**src/rtl/ex_stage_if.sv**
```systemverilog
// Execute-stage bundle: D/Ex latch fields, forwarding taps and Ex/Mem latch outputs.
// The upstream side (decode latch / bench) uses master, the stage itself uses slave.
interface ex_stage_if #(
    parameter int DW = 8,
    parameter int AW = 2
);
    logic          ld;
    logic          flush;
    logic [AW-1:0] ra;
    logic [AW-1:0] rb;
    logic [DW-1:0] r_ra;
    logic [DW-1:0] r_rb;
    logic [DW-1:0] imm;
    logic [3:0]    alu;
    logic [4:0]    flags;
    logic [2:0]    bu;
    logic          se1;
    logic          se2;
    logic          rw;
    logic          mw;
    logic          sw1;
    logic          sw2;
    logic          sm1;
    logic          sm2;
    logic          out_ld;
    logic [1:0]    sp;
    logic [1:0]    se3;
    logic          intr;
    logic          em_rw;
    logic          mw_rw;
    logic [AW-1:0] em_rd;
    logic [AW-1:0] mw_rd;
    logic [DW-1:0] em_data;
    logic [DW-1:0] mw_data;

    logic [3:0]    ccr;
    logic          br_taken;
    logic [DW-1:0] br_target;
    logic [DW-1:0] x_result;
    logic [DW-1:0] x_store;
    logic [AW-1:0] x_rd;
    logic          x_rw;
    logic          x_mw;
    logic          x_sw1;
    logic          x_sw2;
    logic          x_sm1;
    logic          x_sm2;
    logic          x_out_ld;
    logic [1:0]    x_sp;
    logic [1:0]    x_se3;

    modport master (
        output ld, flush, ra, rb, r_ra, r_rb, imm, alu, flags, bu,
        output se1, se2, rw, mw, sw1, sw2, sm1, sm2, out_ld, sp, se3,
        output intr, em_rw, mw_rw, em_rd, mw_rd, em_data, mw_data,
        input  ccr, br_taken, br_target, x_result, x_store, x_rd,
        input  x_rw, x_mw, x_sw1, x_sw2, x_sm1, x_sm2, x_out_ld,
        input  x_sp, x_se3
    );

    modport slave (
        input  ld, flush, ra, rb, r_ra, r_rb, imm, alu, flags, bu,
        input  se1, se2, rw, mw, sw1, sw2, sm1, sm2, out_ld, sp, se3,
        input  intr, em_rw, mw_rw, em_rd, mw_rd, em_data, mw_data,
        output ccr, br_taken, br_target, x_result, x_store, x_rd,
        output x_rw, x_mw, x_sw1, x_sw2, x_sm1, x_sm2, x_out_ld,
        output x_sp, x_se3
    );
endinterface

```
**src/rtl/ex_stage.sv**
```systemverilog
// Execute stage: operand forwarding, ALU, CCR {V,C,N,Z} with interrupt save/restore,
// branch evaluation and the registered Ex/Mem boundary latch.
module ex_stage #(
    parameter int DW = 8,
    parameter int AW = 2
) (
    input  logic        clk,
    input  logic        reset,
    ex_stage_if.slave   bus
);

    typedef enum logic [3:0] {
        OP_MOV  = 4'h0,
        OP_ADD  = 4'h1,
        OP_SUB  = 4'h2,
        OP_AND  = 4'h3,
        OP_OR   = 4'h4,
        OP_RLC  = 4'h5,
        OP_RRC  = 4'h6,
        OP_SETC = 4'h7,
        OP_CLRC = 4'h8,
        OP_NOT  = 4'h9,
        OP_NEG  = 4'hA,
        OP_INC  = 4'hB,
        OP_DEC  = 4'hC,
        OP_PASS = 4'hD,
        OP_RSV0 = 4'hE,
        OP_RSV1 = 4'hF
    } alu_op_e;

    typedef struct packed {
        logic [DW-1:0] result;
        logic [DW-1:0] store;
        logic [AW-1:0] rd;
        logic          rw;
        logic          mw;
        logic          sw1;
        logic          sw2;
        logic          sm1;
        logic          sm2;
        logic          out_ld;
        logic [1:0]    sp;
        logic [1:0]    se3;
    } x_t;

    logic [3:0]    ccr_q, ccr_d;
    logic [3:0]    saved_q, saved_d;
    x_t            x_q, x_d;

    logic [DW-1:0] fa, fb;
    logic [DW-1:0] opa, opb;
    logic [DW-1:0] ax, ay;
    logic          cin;
    logic          arith;
    logic          rsv;
    logic [DW:0]   sum;
    logic [DW-1:0] res;
    logic          c_new;
    logic          v_new;
    logic [3:0]    nf;
    logic          taken;
    logic [3:0]    clr;

    always_comb begin
        fa = bus.r_ra;
        if (bus.em_rw && bus.em_rd == bus.ra)
            fa = bus.em_data;
        else if (bus.mw_rw && bus.mw_rd == bus.ra)
            fa = bus.mw_data;
    end

    always_comb begin
        fb = bus.r_rb;
        if (bus.em_rw && bus.em_rd == bus.rb)
            fb = bus.em_data;
        else if (bus.mw_rw && bus.mw_rd == bus.rb)
            fb = bus.mw_data;
    end

    assign opa = bus.se1 ? bus.imm : fa;
    assign opb = bus.se2 ? bus.imm : fb;

    // Subtractions are A + ~B + 1, so the carry out is the no-borrow flag.
    always_comb begin
        ax    = '0;
        ay    = '0;
        cin   = 1'b0;
        arith = 1'b0;
        rsv   = 1'b0;
        res   = '0;
        c_new = ccr_q[2];
        unique case (alu_op_e'(bus.alu))
            OP_MOV:  res = opb;
            OP_ADD: begin
                ax = opa; ay = opb; arith = 1'b1;
            end
            OP_SUB: begin
                ax = opa; ay = ~opb; cin = 1'b1; arith = 1'b1;
            end
            OP_AND:  res = opa & opb;
            OP_OR:   res = opa | opb;
            OP_RLC: begin
                res   = {opa[DW-2:0], ccr_q[2]};
                c_new = opa[DW-1];
            end
            OP_RRC: begin
                res   = {ccr_q[2], opa[DW-1:1]};
                c_new = opa[0];
            end
            OP_SETC: begin
                res = opa; c_new = 1'b1;
            end
            OP_CLRC: begin
                res = opa; c_new = 1'b0;
            end
            OP_NOT:  res = ~opa;
            OP_NEG: begin
                ay = ~opa; cin = 1'b1; arith = 1'b1;
            end
            OP_INC: begin
                ax = opa; cin = 1'b1; arith = 1'b1;
            end
            OP_DEC: begin
                ax = opa; ay = '1; arith = 1'b1;
            end
            OP_PASS: res = opa;
            OP_RSV0, OP_RSV1: rsv = 1'b1;
        endcase
        sum = {1'b0, ax} + {1'b0, ay} + {{DW{1'b0}}, cin};
        if (arith) begin
            res   = sum[DW-1:0];
            c_new = sum[DW];
        end
        v_new = arith && (ax[DW-1] == ay[DW-1]) &&
                (res[DW-1] != ax[DW-1]);
        nf = rsv ? ccr_q :
             {v_new, c_new, res[DW-1], res == '0};
    end

    always_comb begin
        taken = 1'b0;
        clr   = 4'b0000;
        unique case (bus.bu)
            3'b001: begin taken = ccr_q[0]; clr = 4'b0001; end
            3'b010: begin taken = ccr_q[1]; clr = 4'b0010; end
            3'b011: begin taken = ccr_q[2]; clr = 4'b0100; end
            3'b100: begin taken = ccr_q[3]; clr = 4'b1000; end
            3'b101: taken = 1'b1;
            3'b110: taken = (fb != {{(DW-1){1'b0}}, 1'b1});
            3'b000, 3'b111: taken = 1'b0;
        endcase
    end

    // Interrupt snapshot takes the CCR as it was before this edge.
    always_comb begin
        saved_d = saved_q;
        ccr_d   = ccr_q;
        if (bus.intr)
            saved_d = ccr_q;
        if (bus.ld && !bus.flush) begin
            if (bus.flags[4] && !bus.intr)
                ccr_d = saved_q;
            else
                ccr_d = (ccr_q & ~bus.flags[3:0]) |
                        (nf & bus.flags[3:0]);
            if (taken)
                ccr_d = ccr_d & ~clr;
        end
    end

    always_comb begin
        x_d = x_q;
        if (bus.flush) begin
            x_d = '0;
        end else if (bus.ld) begin
            x_d.result = res;
            x_d.store  = fa;
            x_d.rd     = bus.ra;
            x_d.rw     = bus.rw;
            x_d.mw     = bus.mw;
            x_d.sw1    = bus.sw1;
            x_d.sw2    = bus.sw2;
            x_d.sm1    = bus.sm1;
            x_d.sm2    = bus.sm2;
            x_d.out_ld = bus.out_ld;
            x_d.sp     = bus.sp;
            x_d.se3    = bus.se3;
        end
    end

    always_ff @(posedge clk or posedge reset) begin
        if (reset) begin
            ccr_q   <= '0;
            saved_q <= '0;
            x_q     <= '0;
        end else begin
            ccr_q   <= ccr_d;
            saved_q <= saved_d;
            x_q     <= x_d;
        end
    end

    assign bus.ccr       = ccr_q;
    assign bus.br_taken  = taken;
    assign bus.br_target = fb;
    assign bus.x_result  = x_q.result;
    assign bus.x_store   = x_q.store;
    assign bus.x_rd      = x_q.rd;
    assign bus.x_rw      = x_q.rw;
    assign bus.x_mw      = x_q.mw;
    assign bus.x_sw1     = x_q.sw1;
    assign bus.x_sw2     = x_q.sw2;
    assign bus.x_sm1     = x_q.sm1;
    assign bus.x_sm2     = x_q.sm2;
    assign bus.x_out_ld  = x_q.out_ld;
    assign bus.x_sp      = x_q.sp;
    assign bus.x_se3     = x_q.se3;

endmodule
```
**src/flat_wrapper.sv**
```systemverilog
// flat-port wrapper written by rule: the top's interface ports become plain ports
module ex_stage_flat 
#(
    parameter int DW = 8,
    parameter int AW = 2
)
  (clk, reset, bus_ld, bus_flush, bus_ra, bus_rb, bus_r_ra, bus_r_rb, bus_imm, bus_alu, bus_flags, bus_bu, bus_se1, bus_se2, bus_rw, bus_mw, bus_sw1, bus_sw2, bus_sm1, bus_sm2, bus_out_ld, bus_sp, bus_se3, bus_intr, bus_em_rw, bus_mw_rw, bus_em_rd, bus_mw_rd, bus_em_data, bus_mw_data, bus_ccr, bus_br_taken, bus_br_target, bus_x_result, bus_x_store, bus_x_rd, bus_x_rw, bus_x_mw, bus_x_sw1, bus_x_sw2, bus_x_sm1, bus_x_sm2, bus_x_out_ld, bus_x_sp, bus_x_se3);
  ex_stage_if #(.DW(DW), .AW(AW)) bus_i ();
  input  logic clk;
  input  logic reset;
  input wire logic [$bits(bus_i.ld)-1:0] bus_ld;
  input wire logic [$bits(bus_i.flush)-1:0] bus_flush;
  input wire logic [$bits(bus_i.ra)-1:0] bus_ra;
  input wire logic [$bits(bus_i.rb)-1:0] bus_rb;
  input wire logic [$bits(bus_i.r_ra)-1:0] bus_r_ra;
  input wire logic [$bits(bus_i.r_rb)-1:0] bus_r_rb;
  input wire logic [$bits(bus_i.imm)-1:0] bus_imm;
  input wire logic [$bits(bus_i.alu)-1:0] bus_alu;
  input wire logic [$bits(bus_i.flags)-1:0] bus_flags;
  input wire logic [$bits(bus_i.bu)-1:0] bus_bu;
  input wire logic [$bits(bus_i.se1)-1:0] bus_se1;
  input wire logic [$bits(bus_i.se2)-1:0] bus_se2;
  input wire logic [$bits(bus_i.rw)-1:0] bus_rw;
  input wire logic [$bits(bus_i.mw)-1:0] bus_mw;
  input wire logic [$bits(bus_i.sw1)-1:0] bus_sw1;
  input wire logic [$bits(bus_i.sw2)-1:0] bus_sw2;
  input wire logic [$bits(bus_i.sm1)-1:0] bus_sm1;
  input wire logic [$bits(bus_i.sm2)-1:0] bus_sm2;
  input wire logic [$bits(bus_i.out_ld)-1:0] bus_out_ld;
  input wire logic [$bits(bus_i.sp)-1:0] bus_sp;
  input wire logic [$bits(bus_i.se3)-1:0] bus_se3;
  input wire logic [$bits(bus_i.intr)-1:0] bus_intr;
  input wire logic [$bits(bus_i.em_rw)-1:0] bus_em_rw;
  input wire logic [$bits(bus_i.mw_rw)-1:0] bus_mw_rw;
  input wire logic [$bits(bus_i.em_rd)-1:0] bus_em_rd;
  input wire logic [$bits(bus_i.mw_rd)-1:0] bus_mw_rd;
  input wire logic [$bits(bus_i.em_data)-1:0] bus_em_data;
  input wire logic [$bits(bus_i.mw_data)-1:0] bus_mw_data;
  output wire logic [$bits(bus_i.ccr)-1:0] bus_ccr;
  output wire logic [$bits(bus_i.br_taken)-1:0] bus_br_taken;
  output wire logic [$bits(bus_i.br_target)-1:0] bus_br_target;
  output wire logic [$bits(bus_i.x_result)-1:0] bus_x_result;
  output wire logic [$bits(bus_i.x_store)-1:0] bus_x_store;
  output wire logic [$bits(bus_i.x_rd)-1:0] bus_x_rd;
  output wire logic [$bits(bus_i.x_rw)-1:0] bus_x_rw;
  output wire logic [$bits(bus_i.x_mw)-1:0] bus_x_mw;
  output wire logic [$bits(bus_i.x_sw1)-1:0] bus_x_sw1;
  output wire logic [$bits(bus_i.x_sw2)-1:0] bus_x_sw2;
  output wire logic [$bits(bus_i.x_sm1)-1:0] bus_x_sm1;
  output wire logic [$bits(bus_i.x_sm2)-1:0] bus_x_sm2;
  output wire logic [$bits(bus_i.x_out_ld)-1:0] bus_x_out_ld;
  output wire logic [$bits(bus_i.x_sp)-1:0] bus_x_sp;
  output wire logic [$bits(bus_i.x_se3)-1:0] bus_x_se3;
  assign bus_i.ld = bus_ld;
  assign bus_i.flush = bus_flush;
  assign bus_i.ra = bus_ra;
  assign bus_i.rb = bus_rb;
  assign bus_i.r_ra = bus_r_ra;
  assign bus_i.r_rb = bus_r_rb;
  assign bus_i.imm = bus_imm;
  assign bus_i.alu = bus_alu;
  assign bus_i.flags = bus_flags;
  assign bus_i.bu = bus_bu;
  assign bus_i.se1 = bus_se1;
  assign bus_i.se2 = bus_se2;
  assign bus_i.rw = bus_rw;
  assign bus_i.mw = bus_mw;
  assign bus_i.sw1 = bus_sw1;
  assign bus_i.sw2 = bus_sw2;
  assign bus_i.sm1 = bus_sm1;
  assign bus_i.sm2 = bus_sm2;
  assign bus_i.out_ld = bus_out_ld;
  assign bus_i.sp = bus_sp;
  assign bus_i.se3 = bus_se3;
  assign bus_i.intr = bus_intr;
  assign bus_i.em_rw = bus_em_rw;
  assign bus_i.mw_rw = bus_mw_rw;
  assign bus_i.em_rd = bus_em_rd;
  assign bus_i.mw_rd = bus_mw_rd;
  assign bus_i.em_data = bus_em_data;
  assign bus_i.mw_data = bus_mw_data;
  assign bus_ccr = bus_i.ccr;
  assign bus_br_taken = bus_i.br_taken;
  assign bus_br_target = bus_i.br_target;
  assign bus_x_result = bus_i.x_result;
  assign bus_x_store = bus_i.x_store;
  assign bus_x_rd = bus_i.x_rd;
  assign bus_x_rw = bus_i.x_rw;
  assign bus_x_mw = bus_i.x_mw;
  assign bus_x_sw1 = bus_i.x_sw1;
  assign bus_x_sw2 = bus_i.x_sw2;
  assign bus_x_sm1 = bus_i.x_sm1;
  assign bus_x_sm2 = bus_i.x_sm2;
  assign bus_x_out_ld = bus_i.x_out_ld;
  assign bus_x_sp = bus_i.x_sp;
  assign bus_x_se3 = bus_i.x_se3;
  ex_stage #(.DW(DW), .AW(AW)) u_core (.clk(clk), .reset(reset), .bus(bus_i));
endmodule
```
**config.mk**
```make
export PLATFORM = sky130hd
export DESIGN_NAME = ex_stage_flat
export DESIGN_NICKNAME = d
export VERILOG_FILES = /design/src/rtl/ex_stage_if.sv /design/src/rtl/ex_stage.sv /design/src/flat_wrapper.sv
export SDC_FILE = /design/constraint.sdc
export NUM_CORES = 1
export LEC_CHECK = 0
export ABC_AREA = 1
export CAP_MARGIN = 20
export CORE_MARGIN = 4
export CORE_UTILIZATION = 48
export CTS_CLUSTER_DIAMETER = 60
export CTS_CLUSTER_SIZE = 20
export DETAILED_ROUTE_END_ITERATION = 16
export GPL_TIMING_DRIVEN = 1
export PLACE_DENSITY = 0.83
export SYNTH_ARGS = -nofsm -noshare
export SYNTH_HDL_FRONTEND = slang
export SYNTH_SLANG_ARGS = --single-unit
```
**constraint.sdc**
```tcl
create_clock -name clk -period 2.5 [get_ports clk]
set_input_delay 0.5 -clock clk [delete_from_list [all_inputs] [get_ports clk]]
set_output_delay 0.5 -clock clk [all_outputs]
set_load 0.02 [all_outputs]
```
==> out/metrics.cfg, run 1 <==
[synth]
synth_top_family_by_area = simple AND/OR/NAND/NOR gates
synth_xor_area_frac = 0.0133
synth_compound_area_frac = 0.151
synth.distinct_cells = 43
synth_edf_count = 0
yosysWarningCount = 0
synthSimpleGateAreaFrac = 0.459
synth_nets = 687
synthesis.area_sq_um = 3760
postSynthCellCount = 598
syn-mean-instance-area_sq_um = 6.29
ys_async_sr_fraction = 1.00
yosys.area.top_type = dfrtp_1
yosys.area.top_type_share = 0.246
synthAdderAreaFrac = 0.0339
ys_ff_latch = 37
synth_flop_cell = dfrtp_1
synth_area_leaders = dfrtp_1 25%, nand2_1 18%, nand3_1 13%, inv_1 7.6%, nor2_1 4.7%
seq_area_frac_synth = 0.246
muxShareOfSynthArea = 0

[clocking]
htree_levels = 2
clk_root_buffer_cell = clkbuf_8
cts_buffers = 5
cts_sinks = 37
clock_path_buffers = 2
postCtsHoldBufs = 0

[floorplanning]
die_h_um = 96.5
rows = 32
initial_utilization = 0.489
die_x_um = 96.5
ioPinCount = 122

[global_routing]
grtUsageTotal = 0.978
grt_max_degree = 38
overflow = 859

[placement]
portBuffers = 121
dpl.hpwl_mm = 14.3
gp_congestion = 0.969
dp_cells = 959

[run_status]
status = stopped before the end
stop_stage = global routing (5_1_grt)
error = [ERROR GRT-0232] Routing congestion too high. Check the congestion heatmap in the GUI.

[timing]
worstEpCategory = sequential cell input
grt_worst_setup_endpoint = u_core.bus.ccr[3]$_DFFE_PP0P_/D

synthesized netlist by cell type (3+ instances only):
cell type and instances:
nor2_1 47, o211ai_1 7, dfrtp_1 37, clkbuf_1 7
nand3_4 3, inv_1 76, nand4_1 4, ha_1 7
a22o_1 19, nand2_1 180, or2_2 7, a32o_1 6
nor4_1 4, nor2_4 3, inv_2 5, nor2_2 3
a21oi_1 13, nand3_2 8, o21ai_0 25, nand3_1 94
nand2_2 6, or2_1 6, nor3_1 4
cells by family after synthesis:
logic type / after synthesis
AO/OA/AOI/OAI: 83
XOR/XNOR: 4
adder cells (fa/ha/maj): 9
buffers and inverters: 93
flip-flops: 37
AND/OR/NAND/NOR: 372
timing repair:
item / 4_1_cts
setup endpoints to repair: 21
setup buffers: 29
resized for setup: 188
pin swaps: 71
cloned: 1
per-layer routing:
layer,overflow,GRT usage
met5,0,0.345
met2,600,1.31
met4,246,1.23
met3,9,0.695
met1,4,0.824
through the flow:
stage               cell area [sq um]  setup WS, ns
detailed placement               6260         -1.74
global placement                 6260         -1.52
floorplan                        3840        -0.705
CTS                              6950        -0.949
==> inputs of run 2 (changes only) <==
CORE_UTILIZATION = 40   (was 48)
CTS_CLUSTER_DIAMETER = not set   (was 60)
CTS_CLUSTER_SIZE = not set   (was 20)
PLACE_DENSITY = not set   (was 0.83)
PLACE_DENSITY_LB_ADDON = 0.15   (was not set)
==> out/metrics.cfg, run 2 <==
[run_status]
status = finished with violations
violations = negative setup slack

[power]
power_density_nw_per_um2 = 370
power_mw = 2.81
p_leak_nw = 3.88
ir_worst_vdd_mv = 0.399

[floorplanning]
coreArea_sq_um = 9200
die_h_um = 105  ; +8.7%
ioPinCount = 122  ; unchanged
rows = 35  ; +9.4%
die_area_sq_um = 11000
die_x_um = 105  ; +8.7%
initial_utilization = 0.409  ; -0.0803

[clocking]
cts_buffers = 5  ; unchanged
cts_sinks = 37  ; unchanged
insertion_delay_ns = 0.29
clk_root_buffer_cell = clkbuf_8
htree_levels = 2  ; unchanged
tritoncts = yes
postCtsHoldBufs = 0  ; unchanged
path_clk_slew_ns = 0.08
clock_path_buffers = 2  ; unchanged

[timing]
finalCritPeriodShare = 1.35
hold_viol = 0
slew_headroom = 0.417
fin_worst_skew_ns = 0.0106
rsz0062_at_grt = yes
min_period_ns = 3.37
setup_viol = 14
slew_violations = 0
fmax_ghz = 0.297
tightest_slew_ns = 0.872
worst_slack_ns = -0.866

[synth]
synth_compound_area_frac = 0.151  ; unchanged
synthesis.area_sq_um = 3760  ; unchanged
seq_area_frac_synth = 0.246  ; unchanged
synth_xor_area_frac = 0.0133  ; unchanged
synth_edf_count = 0  ; unchanged
syn-mean-instance-area_sq_um = 6.29  ; unchanged
ys_ff_latch = 37  ; unchanged
synth_flop_cell = dfrtp_1
yosys.area.top_type_share = 0.246  ; unchanged
synthTopCellsByCount = 180 x nand2_1, 94 x nand3_1, 76 x inv_1
synthSimpleGateAreaFrac = 0.459  ; unchanged
synth_top_family_by_area = simple AND/OR/NAND/NOR gates
synth_area_leaders = dfrtp_1 25%, nand2_1 18%, nand3_1 13%, inv_1 7.6%, nor2_1 4.7%
yosys.area.top_type = dfrtp_1
synth_most_common_cell = nand2_1
postSynthCellCount = 598  ; unchanged
muxShareOfSynthArea = 0  ; unchanged
synthAdderAreaFrac = 0.0339  ; unchanged
yosysWarningCount = 0  ; unchanged
ys_async_sr_fraction = 1.00  ; unchanged
synth_nets = 687  ; unchanged
synth.distinct_cells = 43  ; unchanged

[placement]
placed_area_sq_um = 6340  ; +1.2%
dpl.hpwl_mm = 12.7  ; -12%
dp_slack_ns = -1.62  ; +0.121 ns
portBuffers = 121  ; unchanged
gp_congestion = 0.913  ; -5.8%

[setup_path]
r2r_start = u_core.bus.ccr[2]
path_max_fanout = 4
start_kind = primary input
worst_r2r_path_depth = 10
crit_arrival_ns = 3.55
cp.required_ns = 2.69
criticalPathCategory = primary input to flop
endpoint_kind = flop
startpoint = bus_rb[1]

[drt]
dr_total_vias = 5777
wire_per_inst_um = 18.0
firstDrtPassIters = 5
drc = 0
first_iter_violations = 446
drt_wl_total_mm = 18.8
ant_nets = 0
drt-vias-per-instance = 5.54

[global_routing]
grt_pass1_wl_mm = 27.6
use_met3 = 0.0550
use_met1 = 0.375
antenna_found_initial = 1
overflow = 0
first_global_vias = 5633
met2_usage = 0.542
grt_most_used_layer = met2
grtUsageTotal = 0.310
grt_max_degree = 38

[finish]
drive_above_1_share = 0.426
fin_area_sq_um = 7600
final_common_cell = buf_4
final_cell_mix = 189 x buf_4, 136 x nand2_1, 93 x clkdlybuf4s50_1
syn2layout_area_growth_pct = 102
num-nets-final = 1019
fillers = 576

[job]
max_cap_viol_count = 0

[hold_path]
hold_start = u_core.bus.x_rd[0]
hold_path_class = flop to flop
hold_depth = 2

==> run 2: cell counts after synthesis <==
No cell type changed its count.
==> run 2: kinds of logic (layout without fill, tap and decap cells) <==
| kind of cell | Yosys count | in the layout |
|---|---|---|
| other cells | 0 | 1 |
| xor+xnor | 4 | 4 |
| compound gates | 83 | 83 |
| simple gates | 372 | 373 |
| buf+inv | 93 | 425 |
| fa+ha+maj | 9 | 9 |
| flops | 37 | 37 |
==> run 2: worst paths after layout <==
check,end,slack [ns]
min in group asynchronous,u_core.bus.x_se3[1],0.62
max in group asynchronous,u_core.bus.x_store[3],1.54
worst min register to register,u_core.bus.x_rd[0],0.50
worst max-delay path,u_core.bus.x_result[5],-0.87
worst max register to register,u_core.bus.ccr[3],0.92
worst min-delay path,u_core.bus.x_rd[0],0.50
==> run 2: through the flow <==
step	utilization	std cells	hold slack [ns]	setup TNS, ns
final	0.827	1043	0.501	-8.09
after detailed placement	0.689	975	0.469	-23.88
after floorplan	-	598	0.437	-4.40
after global placement	0.689	975	0.459	-22.90
after global routing	0.827	1043	0.522	-9.59
after CTS	0.768	1024	0.486	-7.56
==> run 2: layer usage <==
metal / wire, um / share of wire
met5: 0 / 0
met4: 876 / 0.047
met3: 1530 / 0.082
met2: 9270 / 0.49
met1: 7120 / 0.38
==> run 2: where the power goes <==
group | internal [mW] | switching, mW | leakage, nW
registers | 0.653 | 0.0420 | 0.489
logic | 0.787 | 0.789 | 3.33
clock network | 0.325 | 0.216 | 0.0585
==> run 2: repair_timing <==
action | in CTS | in global routing
pin swaps | 64 | 82
cloned | 1 | 0
hold endpoints to repair | 0 | 0
setup endpoints to repair | 21 | 19
resized for setup | 161 | 119
setup buffers | 41 | 25
==> run 2: cell type report <==
type | instances | area [sq um] | share of cell area
timing repair buffer | 336 | 2970 | 0.391
clock buffer | 7 | 86.3 | 0.0114
tap | 111 | 139 | 0.0183
clock inverter | 1 | 30.0 | 0.00395
inverter | 81 | 337 | 0.0443
multi-input combinational | 469 | 3110 | 0.409
sequential | 37 | 926 | 0.122
antenna | 1 | 2.50 | 0.000329
==> run 2: critical path, cell delays in order <==
cell,delay (ns)
buf_8,0.10
buf_6,0.11
xnor2_4,0.27
buf_4,0.17
buf_6,0.09
nand3_2,0.07
nand3_2,0.08
o21ai_2,0.07
o21ai_2,0.21
nand2_1,0.07
o211ai_1,0.11
ha_1,0.31
a21oi_2,0.16
nand2_2,0.10
nand2_2,0.09
nand2_1,0.10
a21oi_2,0.21
nand2_1,0.10
nand3_2,0.09
nand3_2,0.12
buf_6,0.14
buf_6,0.10
a22o_1,0.17
Note: power is estimated with default switching activity, not from simulation.
==> inputs of run 3 (changes only) <==
CAP_MARGIN = not set   (was 20)
clock period = 3.7 ns   (was 2.5 ns; I/O delays follow)
==> out/metrics.cfg, run 3 (same netlist as run 2, synthesis figures left out) <==
[global_routing]
grtUsageTotal = 0.271  ; -0.0388
overflow = 0  ; unchanged
antenna_found_initial = 0  ; -1
first_global_vias = 5189  ; -7.9%
grt_max_degree = 38  ; unchanged
grt_pass1_wl_mm = 24.6  ; -11%

[hold_path]
hold_path_class = flop to flop

[timing]
tightest_slew_ns = 0.668  ; -0.204 ns
setup_viol = 0  ; -14
worst_slack_ns = 0.146  ; +1.01 ns
fin_worst_skew_ns = 0.00540  ; -0.00520 ns
setup-tns-final_ns = 0  ; +8.09 ns
whs_ns = 0.477  ; -0.0232 ns
slew_violations = 0  ; unchanged
finalCritPeriodShare = 0.960
rsz0062_at_grt = yes
fmax_ghz = 0.281
hold_viol = 0  ; unchanged
min_period_ns = 3.55
slew_headroom = 0.553  ; +0.136

[floorplanning]
die_area_sq_um = 11000  ; unchanged
initial_utilization = 0.409  ; unchanged
die_x_um = 105  ; unchanged
die_h_um = 105  ; unchanged
coreArea_sq_um = 9200  ; unchanged
ioPinCount = 122  ; unchanged
rows = 35  ; unchanged

[finish]
num-nets-final = 937  ; -8.0%
drive_above_1_share = 0.299  ; -0.127
syn2layout_area_growth_pct = 71.3
final_cell_mix = 161 x nand2_1, 133 x buf_4, 100 x clkdlybuf4s50_1
stdcell_count = 960  ; -8.0%
final_common_cell = nand2_1
num_antenna_cells = 0  ; -1

[clocking]
tritoncts = yes
insertion_delay_ns = 0.29  ; about the same
clk_root_buffer_cell = clkbuf_8
cts_sinks = 37  ; unchanged
cts_buffers = 5  ; unchanged
htree_levels = 2  ; unchanged
clock_path_buffers = 2  ; unchanged
postCtsHoldBufs = 0  ; unchanged
path_clk_slew_ns = 0.07  ; about the same

[setup_path]
start_kind = primary input
endpoint_kind = flop
crit_arrival_ns = 3.72  ; +0.17 ns
criticalPathCategory = primary input to flop
path_max_fanout = 8  ; +4
cp.required_ns = 3.87  ; +1.18 ns
r2r_slack_ns = 2.08  ; +1.16 ns

[placement]
gp_congestion = 0.967  ; +5.9%
portBuffers = 121  ; unchanged
dp_slack_ns = -0.714  ; +0.909 ns
dp_cells = 935  ; -4.1%
dpl.hpwl_mm = 12.1  ; -4.5%

[run_status]
status = complete, no violations

[power]
p_leak_nw = 3.37  ; -13%
power_density_nw_per_um2 = 247  ; -33%
power_switching_uw = 614  ; -41%
ir_worst_vdd_mv = 0.338  ; -15%
switching_share = 0.385  ; +0.0129
pwr-share-comb = 0.530  ; -0.030
power_mw = 1.59  ; -43%
seqPwrFrac = 0.297  ; +0.050
p_clk_frac = 0.174  ; -0.019
intPower_uw = 980  ; -45%

[drt]
ant_nets = 0  ; unchanged
firstDrtPassIters = 6  ; +1
wire_per_inst_um = 16.0  ; -11%
drt_wl_total_mm = 15.3  ; -18%
drc = 0  ; unchanged
drt-vias-per-instance = 5.29  ; -4.6%
dr_total_vias = 5074  ; -12%
first_iter_violations = 415  ; -7.0%

[job]
max_cap_viol_count = 0  ; unchanged

[run 3: power groups by stage]
stage	sequential [mW]	clock, mW	combinational, mW
global route	0.478	0.304	0.913
global placement	0.480	0	0.761
finish	0.473	0.277	0.844
detailed placement	0.480	0	0.768
floorplan	0.507	0	0.321
CTS	0.473	0.286	0.811
[run 3: worst paths after layout]
| check | from | end | cells past startpoint |
|---|---|---|---|
| setup / recovery | bus_ra[0] | u_core.bus.ccr[3] | 24 |
| min in group asynchronous | reset | u_core.bus.x_sw1 | 3 |
| max in group asynchronous | reset | u_core.bus.x_rd[1] | 3 |
| hold / removal | u_core.bus.x_store[1] | u_core.bus.x_store[1] | 1 |
| hold reg to reg | u_core.bus.x_store[1] | u_core.bus.x_store[1] | 1 |
| setup reg to reg | u_core.bus.ccr[2] | u_core.bus.ccr[3] | 9 |
[run 3: per-stage QoR]
stage                      util  cell area, sq um
after global placement    0.646              5940
after detailed placement  0.646              5940
after floorplan               -              3760
after CTS                 0.683              6280
after global routing      0.701              6440
final                     0.701              6440
[run 3: what timing repair did]
| item | CTS | global route |
|---|---|---|
| gates resized for setup | 66 | 85 |
| pin swaps | 32 | 39 |
| setup endpoints to repair | 11 | 10 |
| buffers inserted | 11 | 5 |
| cloned | 1 | 0 |
[run 3: final cells by class]
cell class                 count  area, sq um
clock buffer                   5         68.8
clock inverter                 3         17.5
fill                         796         2750
inverter                      81          314
multi-input combinational    468         2750
sequential                    37          926
tap                          111          139
timing repair buffer         255         2230
[run 3: routing by layer]
metal / track usage / share of wire
met1: 0.351 / 0.42
met2: 0.463 / 0.48
met3: 0.0395 / 0.073
met4: 0.0853 / 0.024
met5: 0 / 0
[run 3: worst max-delay path: stages]
cell,delay [ns]
buf_4,0.15
nand2_1,0.07
nand2_1,0.08
nor2_4,0.14
buf_4,0.17
nand3_1,0.12
nand3_4,0.10
nand2_2,0.06
nand2_2,0.07
nand2_2,0.08
o21ai_1,0.13
o211ai_1,0.12
ha_1,0.35
a21oi_2,0.18
nand2_2,0.12
nand2_2,0.07
o2111ai_2,0.11
o21ai_1,0.20
nand3_2,0.15
or2_1,0.25
nand3_1,0.07
nand2_1,0.05
nand2_1,0.06
o21ai_1,0.07
